`src/rtl/bcd_operand_loader.sv`:
```
// Two-digit BCD operand entry: a debounced KEY1 press captures SW[3:0] as X, then Y plus carry-in.
// Invalid digits (>9) raise a sticky LEDR9 and leave the entry step unchanged.
module bcd_operand_loader #(
    parameter int unsigned DEBOUNCE_CYCLES = 500000
) (
    input  logic       CLOCK_50,
    input  logic       KEY0,
    input  logic       KEY1,
    input  logic [8:0] SW,
    output logic [3:0] op_x,
    output logic [3:0] op_y,
    output logic       op_cin,
    output logic       op_valid,
    output logic       LEDR9,
    output logic [1:0] state
);

    localparam int unsigned CntW = 20;
    localparam logic [CntW-1:0] CntMax = CntW'(DEBOUNCE_CYCLES);

    typedef enum logic [1:0] {
        StX    = 2'b00,
        StY    = 2'b01,
        StDone = 2'b10
    } state_e;

    logic            key_meta_q, key_sync_q;
    logic [1:0]      sync_vld_q;
    logic            deb_q, deb_d;
    logic [CntW-1:0] cnt_q, cnt_d;
    logic            arm_q, arm_d;
    logic            press_q, press_d;

    state_e          state_q, state_d;
    logic [3:0]      op_x_q, op_x_d, op_y_q, op_y_d;
    logic            op_cin_q, op_cin_d, op_valid_q, op_valid_d, err_q, err_d;
    logic            digit_ok;
    logic            unused_sw;

    assign unused_sw = ^SW[7:4];
    assign digit_ok  = (SW[3:0] <= 4'd9);

    always_comb begin
        deb_d = deb_q;
        cnt_d = '0;
        if (key_sync_q != deb_q) begin
            cnt_d = cnt_q + 1'b1;
            if (cnt_d == CntMax) begin
                deb_d = key_sync_q;
                cnt_d = '0;
            end
        end
    end

    // Arm only on a released level actually sampled after reset, so a key held
    // through reset release never produces a press.
    always_comb begin
        arm_d   = arm_q;
        press_d = arm_q & deb_q & ~deb_d;
        if (sync_vld_q[1] && deb_q && key_sync_q) arm_d = 1'b1;
        if (press_q) arm_d = 1'b0;
    end

    always_comb begin
        state_d    = state_q;
        op_x_d     = op_x_q;
        op_y_d     = op_y_q;
        op_cin_d   = op_cin_q;
        op_valid_d = op_valid_q;
        err_d      = err_q;
        if (press_q) begin
            unique case (state_q)
                StX: begin
                    if (digit_ok) begin
                        op_x_d  = SW[3:0];
                        err_d   = 1'b0;
                        state_d = StY;
                    end else begin
                        err_d = 1'b1;
                    end
                end
                StY: begin
                    if (digit_ok) begin
                        op_y_d     = SW[3:0];
                        op_cin_d   = SW[8];
                        err_d      = 1'b0;
                        op_valid_d = 1'b1;
                        state_d    = StDone;
                    end else begin
                        err_d = 1'b1;
                    end
                end
                StDone: begin
                    op_valid_d = 1'b0;
                    state_d    = StX;
                end
                default: state_d = StX;
            endcase
        end
    end

    always_ff @(posedge CLOCK_50 or negedge KEY0) begin
        if (!KEY0) begin
            key_meta_q <= 1'b1;
            key_sync_q <= 1'b1;
            sync_vld_q <= 2'b00;
            deb_q      <= 1'b1;
            cnt_q      <= '0;
            arm_q      <= 1'b0;
            press_q    <= 1'b0;
            state_q    <= StX;
            op_x_q     <= 4'd0;
            op_y_q     <= 4'd0;
            op_cin_q   <= 1'b0;
            op_valid_q <= 1'b0;
            err_q      <= 1'b0;
        end else begin
            key_meta_q <= KEY1;
            key_sync_q <= key_meta_q;
            sync_vld_q <= {sync_vld_q[0], 1'b1};
            deb_q      <= deb_d;
            cnt_q      <= cnt_d;
            arm_q      <= arm_d;
            press_q    <= press_d;
            state_q    <= state_d;
            op_x_q     <= op_x_d;
            op_y_q     <= op_y_d;
            op_cin_q   <= op_cin_d;
            op_valid_q <= op_valid_d;
            err_q      <= err_d;
        end
    end

    assign op_x     = op_x_q;
    assign op_y     = op_y_q;
    assign op_cin   = op_cin_q;
    assign op_valid = op_valid_q;
    assign LEDR9    = err_q;
    assign state    = state_q;

endmodule
```
`config.mk`:
```
export PLATFORM = sky130hd
export DESIGN_NAME = bcd_operand_loader
export DESIGN_NICKNAME = d
export VERILOG_FILES = /design/src/rtl/bcd_operand_loader.sv
export SDC_FILE = /design/constraint.sdc
export NUM_CORES = 1
export LEC_CHECK = 0
export ABC_AREA = 1
export CORE_MARGIN = 2
export CORE_UTILIZATION = 30
export CTS_CLUSTER_DIAMETER = 100
export DETAILED_ROUTE_END_ITERATION = 10
export MAX_ROUTING_LAYER = met4
export PLACE_DENSITY_LB_ADDON = 0.25
export SLEW_MARGIN = 10
export SYNTH_ARGS = -nofsm -noshare
export SYNTH_HDL_FRONTEND = slang
export SYNTH_SLANG_ARGS = --single-unit
```
`constraint.sdc`:
```
create_clock -name CLOCK_50 -period 3.3 [get_ports CLOCK_50]
set_input_delay 0.66 -clock CLOCK_50 [delete_from_list [all_inputs] [get_ports CLOCK_50]]
set_output_delay 0.66 -clock CLOCK_50 [all_outputs]
set_load 0.02 [all_outputs]
```
==> flow_results.xml, run 1 <==
<?xml version="1.0" encoding="UTF-8"?>
<metrics>
  <group name="power">
    <metric name="power_density" unit="nW/um^2">383</metric>
    <metric name="total_power_after_layout" unit="W">0.000937</metric>
    <metric name="vdd_ir_drop_max" unit="V">0.000207</metric>
    <metric name="p_leak" unit="nW">1.04</metric>
  </group>
  <group name="detailed_routing">
    <metric name="drc" unit="">0</metric>
    <metric name="post_drt_via_cell_ratio" unit="">4.49</metric>
    <metric name="firstDrtPassIters" unit="">4</metric>
    <metric name="wl_per_cell" unit="um">11.5</metric>
    <metric name="wl" unit="mm">4.29</metric>
    <metric name="detailroute.via_count" unit="">1680</metric>
    <metric name="drt_iter0_markers" unit="">75</metric>
    <metric name="ant_nets" unit="">0</metric>
  </group>
  <group name="timing">
    <metric name="fin_crit_sh" unit="%">61.7</metric>
    <metric name="timing.setup.tns" unit="ns">0</metric>
    <metric name="finClkSkew" unit="ns">0.00975</metric>
    <metric name="setup-violations-final" unit="">0</metric>
    <metric name="report.final.slew_viol_count" unit="">0</metric>
    <metric name="unrepaired_setup_endpoints_after_global_routing" unit="">no</metric>
    <metric name="final-hold-violation-count" unit="">0</metric>
    <metric name="fmax" unit="MHz">491</metric>
    <metric name="worst_pin_slew" unit="ns">0.908</metric>
    <metric name="slew_headroom" unit="%">39.5</metric>
    <metric name="final.min_clock_period" unit="ns">2.04</metric>
  </group>
  <group name="setup_path">
    <metric name="critPathKind" unit="">register to register</metric>
    <metric name="timing.critical_path.required" unit="ns">3.47</metric>
    <metric name="cp.arrival" unit="ns">2.21</metric>
    <metric name="end_kind" unit="">register</metric>
    <metric name="worstPathMaxFanout" unit="">9</metric>
    <metric name="kind_of_launch_point_of_the_worst_setup_path" unit="">register</metric>
  </group>
  <group name="yosys">
    <metric name="yosysSeqAreaShare" unit="%">49.0</metric>
    <metric name="syn-mean-instance-area" unit="sq um">7.66</metric>
    <metric name="ys_warn_count" unit="">0</metric>
    <metric name="ys_types" unit="">22</metric>
    <metric name="mappedNetlistArea" unit="sq um">2050</metric>
    <metric name="synthCells" unit="">268</metric>
    <metric name="synth.net_count" unit="">282</metric>
    <metric name="ys_seq_elements" unit="">40</metric>
  </group>
  <group name="grt">
    <metric name="grt_max_degree" unit="">41</metric>
    <metric name="grt_residual_overflow" unit="">0</metric>
    <metric name="vias_in_the_first_global_route" unit="">1659</metric>
    <metric name="grt_antenna_before_repair" unit="">0</metric>
    <metric name="grt.busiest_layer" unit="">met2</metric>
    <metric name="groute.layer.met1.usage" unit="%">18.7</metric>
    <metric name="grt_first_pass_wirelength" unit="mm">7.76</metric>
    <metric name="groute.usage.overall" unit="%">13.6</metric>
    <metric name="grt_use_met3" unit="%">2.38</metric>
    <metric name="grt_use_met2" unit="%">20.4</metric>
  </group>
  <group name="floorplanning">
    <metric name="design.core.area" unit="sq um">6720</metric>
    <metric name="die_width" unit="um">86.7</metric>
    <metric name="design.die.area" unit="sq um">7520</metric>
    <metric name="num_io_pins" unit="">25</metric>
    <metric name="num_rows" unit="">30</metric>
    <metric name="fp.dieH" unit="um">86.7</metric>
    <metric name="initial_core_util" unit="%">30.5</metric>
  </group>
  <group name="place">
    <metric name="gpl_congestion" unit="">0.809</metric>
    <metric name="post_dp_cell_area" unit="sq um">2340</metric>
    <metric name="placement.io_buffers" unit="">20</metric>
    <metric name="detailedPlacementHpwl" unit="mm">3.20</metric>
  </group>
  <group name="clock_network">
    <metric name="cts.hold.buffers_added" unit="">0</metric>
    <metric name="clkTransAtPathRegs" unit="ns">0.07</metric>
    <metric name="maximum_root_to_sink_buffer_count" unit="">2</metric>
    <metric name="cts_setup_buffers" unit="">0</metric>
    <metric name="worstSkewPairLatency" unit="ns">0.29</metric>
    <metric name="cts_root_buffer" unit="">clkbuf_8</metric>
    <metric name="htree_num_levels" unit="">2</metric>
    <metric name="cts_num_sinks" unit="">40</metric>
    <metric name="ctsResizeCount" unit="">0</metric>
    <metric name="tritoncts" unit="">built</metric>
    <metric name="cts_inserted_buffers" unit="">5</metric>
  </group>
  <group name="finish">
    <metric name="postLayoutCellArea" unit="sq um">2450</metric>
    <metric name="design.final.nets" unit="">307</metric>
    <metric name="final_core_density" unit="%">36.4</metric>
    <metric name="mostFrequentLayoutCells" unit="">nand2_1, nor2_1, dfrtp_1</metric>
    <metric name="share_of_cells_above_drive_strength_1" unit="%">8.16</metric>
    <metric name="diodes" unit="">0</metric>
    <metric name="most_frequent_standard_cell_in_the_layout_excluding_fill_and_tap_cells" unit="">nand2_1</metric>
    <metric name="area.growth.synth_to_final" unit="%">19.3</metric>
  </group>
  <group name="job">
    <metric name="max_cap_viol_count" unit="">0</metric>
  </group>
  <group name="worst_hold_path">
    <metric name="worstHoldPathType" unit="">register to register</metric>
  </group>
  <group name="outcome">
    <metric name="run_status" unit="">complete, no violations</metric>
  </group>
</metrics>
final cells by class:
cell class	count	area, sq um
fillers	706	4270
clock inverters	2	35.0
repair buffers	20	195
clock buffers	6	72.6
multi-input cells	191	908
flip-flops and latches	40	1000
well taps	80	100
inverters	35	131
synthesized netlist by cell type (all sizes together):
cell type | n | area (sq um)
o31ai | 1 | 7.51
nand3 | 17 | 95.1
ha | 2 | 25.0
xor2 | 3 | 26.3
a21oi | 5 | 25.0
nand2 | 75 | 294
clkbuf | 2 | 7.51
nor2 | 57 | 256
dfrtp | 37 | 926
o21ai | 13 | 65.1
inv | 35 | 131
conb | 1 | 3.75
o21bai | 3 | 22.5
nor3 | 4 | 20.0
dfstp | 3 | 78.8
nand4 | 9 | 56.3
mux2 | 1 | 11.3
critical path, stage by stage (launching register included):
cell	delay, ns
dfrtp_1	0.41
ha_1	0.22
nand3_1	0.14
nor2_1	0.22
nand2_1	0.09
nand2_1	0.13
nand3_1	0.08
nor2_1	0.10
nand2_1	0.06
nor2_1	0.17
nand3_2	0.11
nand2_4	0.14
nor2_1	0.05
cells by family (layout without fill, tap and decap cells):
group	count (synthesis)	count (layout)	share of synthesized area (%)
and+or+nand+nor	162	162	35.2
DFF	40	40	49.0
buffers and inverters	37	63	6.77
AOI/OAI and AO/OA	22	22	5.85
xor gates and xnor gates	3	3	1.28
adders and majority gates	2	2	1.22
other	1	1	0.183
muxes	1	1	0.549
final timing paths:
check,slack (ns),startpoint,cells after the start,end
max,1.26,cnt_q[0]$_DFF_PN0_,12,cnt_q[0]$_DFF_PN0_
min,0.35,sync_vld_q[0]$_DFF_PN0_,0,sync_vld_q[1]$_DFF_PN0_
max reg2reg,1.26,cnt_q[0]$_DFF_PN0_,12,cnt_q[0]$_DFF_PN0_
min reg2reg,0.35,sync_vld_q[0]$_DFF_PN0_,0,sync_vld_q[1]$_DFF_PN0_
max in group asynchronous,2.23,KEY0,1,op_y[2]$_DFFE_PN0P_
min in group asynchronous,0.49,KEY0,1,cnt_q[6]$_DFF_PN0_
registers in the layout, summed over array words and instances (netlist names):
name,count
key_meta_q,1
op_x,4
press_q,1
op_valid,1
key_sync_q,1
op_y,4
state,2
deb_q,1
sync_vld_q,2
arm_q,1
cnt_q,20
op_cin,1
LEDR9,1
per-layer routing:
metal	share of wire, %	up-vias
met5	0	-
met4	1.0	0
met3	3.0	7
met2	45	25
met1	51	760
li1	-	888
where the power goes:
group / leakage [nW] / internal [W] / switching (W) / total [W]
combinational: 0.453 / 0.0000143 / 0.0000255 / 0.0000397
clock: 0.0552 / 0.000224 / 0.000168 / 0.000393
sequential: 0.527 / 0.000498 / 0.00000631 / 0.000504
total: 1.04 / 0.000737 / 0.000200 / 0.000937
per-stage QoR:
stage                     setup WS (ns)  hold WS, ns  std cells
after detailed placement           1.09        0.337        366
final                              1.26        0.352        374
after floorplan                    1.63        0.331        268
after global routing              0.893        0.360        374
after CTS                          1.23        0.355        374
after global placement             1.10        0.336        366
Note: power is estimated with default switching activity, not from simulation.
==> run 2: changes to the inputs <==
Clock period 3.3 ns to 1.91 ns, I/O delays scaled along.
==> run 2 against run 1 <==
Compared with the run above: core utilization increased by 4.2 points; highest routed layer unchanged; register-to-register slack lost 1.2 ns; sequential cell count is the same; setup slack worse by 1.2 ns; first-iteration DRC count is 57% higher; via count increased by 5.7%; combinational power rose by 110%; sequential power up 73%; global-route usage is 0.46 points higher; clock power increased by 150%; critical endpoint is now cnt_q[1]$_DFF_PN0_; cell area is 11% higher; sequential share of layout area is 4.1 points lower.
==> flow_results.xml, run 2 (synthesis gave the netlist of run 1 again) <==
<?xml version="1.0" encoding="UTF-8"?>
<metrics>
  <group name="setup_path">
    <metric name="kind_of_launch_point_of_the_worst_setup_path" unit="">register</metric>
    <metric name="rr_endpoint" unit="">cnt_q[1]$_DFF_PN0_</metric>
    <metric name="timing.critical_path.required" unit="ns">2.10</metric>
    <metric name="regToRegStartpoint" unit="">cnt_q[0]$_DFF_PN0_</metric>
    <metric name="critPathKind" unit="">register to register</metric>
    <metric name="worstPathMaxFanout" unit="">7</metric>
    <metric name="r2r.worst_path.cells" unit="">11</metric>
    <metric name="ff2ff_setup_slack" unit="ns">0.08</metric>
    <metric name="end_kind" unit="">register</metric>
    <metric name="cp.arrival" unit="ns">2.02</metric>
  </group>
  <group name="place">
    <metric name="dp_cells" unit="">375</metric>
    <metric name="gpl_congestion" unit="">0.845</metric>
    <metric name="placement.io_buffers" unit="">20</metric>
    <metric name="post_dp_cell_area" unit="sq um">2410</metric>
    <metric name="detailedPlacementHpwl" unit="mm">3.35</metric>
  </group>
  <group name="clock_network">
    <metric name="tritoncts" unit="">built</metric>
    <metric name="worstSkewPairLatency" unit="ns">0.30</metric>
    <metric name="cts.hold.buffers_added" unit="">0</metric>
    <metric name="cts_inserted_buffers" unit="">5</metric>
    <metric name="htree_num_levels" unit="">2</metric>
    <metric name="clkTransAtPathRegs" unit="ns">0.08</metric>
    <metric name="cts_num_sinks" unit="">40</metric>
    <metric name="cts_root_buffer" unit="">clkbuf_8</metric>
    <metric name="maximum_root_to_sink_buffer_count" unit="">2</metric>
  </group>
  <group name="detailed_routing">
    <metric name="firstDrtPassIters" unit="">4</metric>
    <metric name="wl_per_cell" unit="um">12.2</metric>
    <metric name="ant_nets" unit="">0</metric>
    <metric name="drc" unit="">0</metric>
    <metric name="wl" unit="mm">4.75</metric>
    <metric name="post_drt_via_cell_ratio" unit="">4.55</metric>
    <metric name="drt_iter0_markers" unit="">118</metric>
    <metric name="detailroute.via_count" unit="">1775</metric>
  </group>
  <group name="finish">
    <metric name="largest_register_ff_count" unit="">20</metric>
    <metric name="n_fill_cell" unit="">686</metric>
    <metric name="share_of_cells_above_drive_strength_1" unit="%">19.4</metric>
    <metric name="most_frequent_standard_cell_in_the_layout_excluding_fill_and_tap_cells" unit="">nand2_1</metric>
    <metric name="diodes" unit="">0</metric>
    <metric name="postLayoutCellArea" unit="sq um">2730</metric>
    <metric name="area.growth.synth_to_final" unit="%">32.9</metric>
    <metric name="design.final.nets" unit="">323</metric>
    <metric name="mostFrequentLayoutCells" unit="">nand2_1, nor2_1, dfrtp_1, inv_1, clkdlybuf4s50_1</metric>
    <metric name="regMostFlops" unit="">cnt_q</metric>
    <metric name="finish.cell_count_without_fillers" unit="">390</metric>
  </group>
  <group name="timing">
    <metric name="unrepaired_setup_endpoints_after_global_routing" unit="">yes</metric>
    <metric name="fmax" unit="MHz">547</metric>
    <metric name="finClkSkew" unit="ns">0.00965</metric>
    <metric name="report.final.slew_viol_count" unit="">0</metric>
    <metric name="setup-violations-final" unit="">0</metric>
    <metric name="worst_pin_slew" unit="ns">0.590</metric>
    <metric name="final.min_clock_period" unit="ns">1.83</metric>
    <metric name="final-hold-violation-count" unit="">0</metric>
    <metric name="fin_crit_sh" unit="%">95.8</metric>
    <metric name="slew_headroom" unit="%">60.7</metric>
  </group>
  <group name="floorplanning">
    <metric name="die_width" unit="um">86.7</metric>
    <metric name="design.core.area" unit="sq um">6720</metric>
    <metric name="num_io_pins" unit="">25</metric>
    <metric name="design.die.area" unit="sq um">7520</metric>
    <metric name="num_rows" unit="">30</metric>
    <metric name="fp.dieH" unit="um">86.7</metric>
    <metric name="initial_core_util" unit="%">30.5</metric>
  </group>
  <group name="power">
    <metric name="total_switching_power" unit="W">0.000383</metric>
    <metric name="power.share.combinational" unit="%">4.4</metric>
    <metric name="p_leak" unit="nW">1.15</metric>
    <metric name="power_density" unit="nW/um^2">708</metric>
    <metric name="total_power_after_layout" unit="W">0.00193</metric>
    <metric name="vdd_ir_drop_max" unit="V">0.000381</metric>
    <metric name="sequentialPowerShare" unit="%">45.1</metric>
    <metric name="power_frac_clock" unit="%">50.5</metric>
    <metric name="switching_share" unit="%">19.8</metric>
    <metric name="power.internal" unit="W">0.00155</metric>
  </group>
  <group name="grt">
    <metric name="groute.usage.overall" unit="%">14.1</metric>
    <metric name="grt_residual_overflow" unit="">0</metric>
    <metric name="vias_in_the_first_global_route" unit="">1751</metric>
    <metric name="grt_first_pass_wirelength" unit="mm">7.98</metric>
    <metric name="grt_max_degree" unit="">27</metric>
    <metric name="grt_antenna_before_repair" unit="">0</metric>
  </group>
  <group name="worst_hold_path">
    <metric name="worstHoldPathType" unit="">input pin to async pin</metric>
  </group>
  <group name="outcome">
    <metric name="run_status" unit="">complete, no violations</metric>
  </group>
  <group name="job">
    <metric name="max_cap_viol_count" unit="">0</metric>
  </group>
</metrics>
run 2: worst max-delay path by stage:
| stage | from | endpoint | slack [ns] | depth (start not counted) |
|---|---|---|---|---|
| finish | cnt_q[0]$_DFF_PN0_ | cnt_q[1]$_DFF_PN0_ | 0.08 | 11 |
| global route | cnt_q[4]$_DFF_PN0_ | cnt_q[0]$_DFF_PN0_ | -0.09 | 11 |
| CTS | cnt_q[0]$_DFF_PN0_ | cnt_q[0]$_DFF_PN0_ | 0.003 | 11 |
| detailed placement | cnt_q[0]$_DFF_PN0_ | cnt_q[0]$_DFF_PN0_ | -0.04 | 12 |
| global placement | cnt_q[0]$_DFF_PN0_ | cnt_q[0]$_DFF_PN0_ | 0.007 | 11 |
| floorplan | cnt_q[0]$_DFF_PN0_ | cnt_q[0]$_DFF_PN0_ | 0.24 | 11 |
run 2: area by class of cell:
type                    count  area, sq um  area share [%]
multi-input cells         192         1020            37.4
well taps                  80          100            3.67
inverters                  35          131            4.82
clock inverters             3         90.1            3.30
flip-flops and latches     40         1010            37.0
repair buffers             35          308            11.3
clock buffers               5         68.8            2.52
run 2: metrics by stage:
stage	setup WS, ns	utilization, %	hold WS [ns]	setup TNS, ns
floorplan	0.242	-	0.0864	0
global route	-0.0886	40.6	0.133	-0.796
global placement	0.00707	35.8	0.335	0
detailed placement	-0.0377	35.8	0.336	-0.284
CTS	0.00305	38.2	0.0992	0
finish	0.0811	40.6	0.0731	0
run 2: power by group through the flow:
stage,combinational (W),sequential [W],clock [W]
2_1_floorplan,0.0000246,0.000889,0
3_3_place_gp,0.0000789,0.000886,0
3_5_place_dp,0.0000793,0.000887,0
4_1_cts,0.0000795,0.000870,0.00100
5_1_grt,0.0000966,0.000874,0.00104
6_report,0.0000841,0.000872,0.000976
run 2: metal layers:
layer	routed length [um]	GRT usage [%]	part of all wire (%)	vias up
li1	-	-	-	917
met1	2200	17.6	46	822
met2	2320	22.5	49	29
met3	160	3.43	3.4	7
met4	63	4.40	1.3	0
met5	0	-	0	-
run 2: timing repair:
item,CTS,global route
pin swaps,1,17
setup buffers,0,6
resized for setup,1,29
setup endpoints to repair,9,11
gates cloned,0,1
run 2: critical path: stages, from the launching register on:
cell and delay (ns):
dfrtp_2 0.40, ha_1 0.16, inv_2 0.05, nor2_4 0.21
nand2_4 0.09, nor2_4 0.12, xor2_2 0.17, nand2_2 0.10
nor2_4 0.14, nand3_4 0.11, nand2_4 0.12, nor2_1 0.05
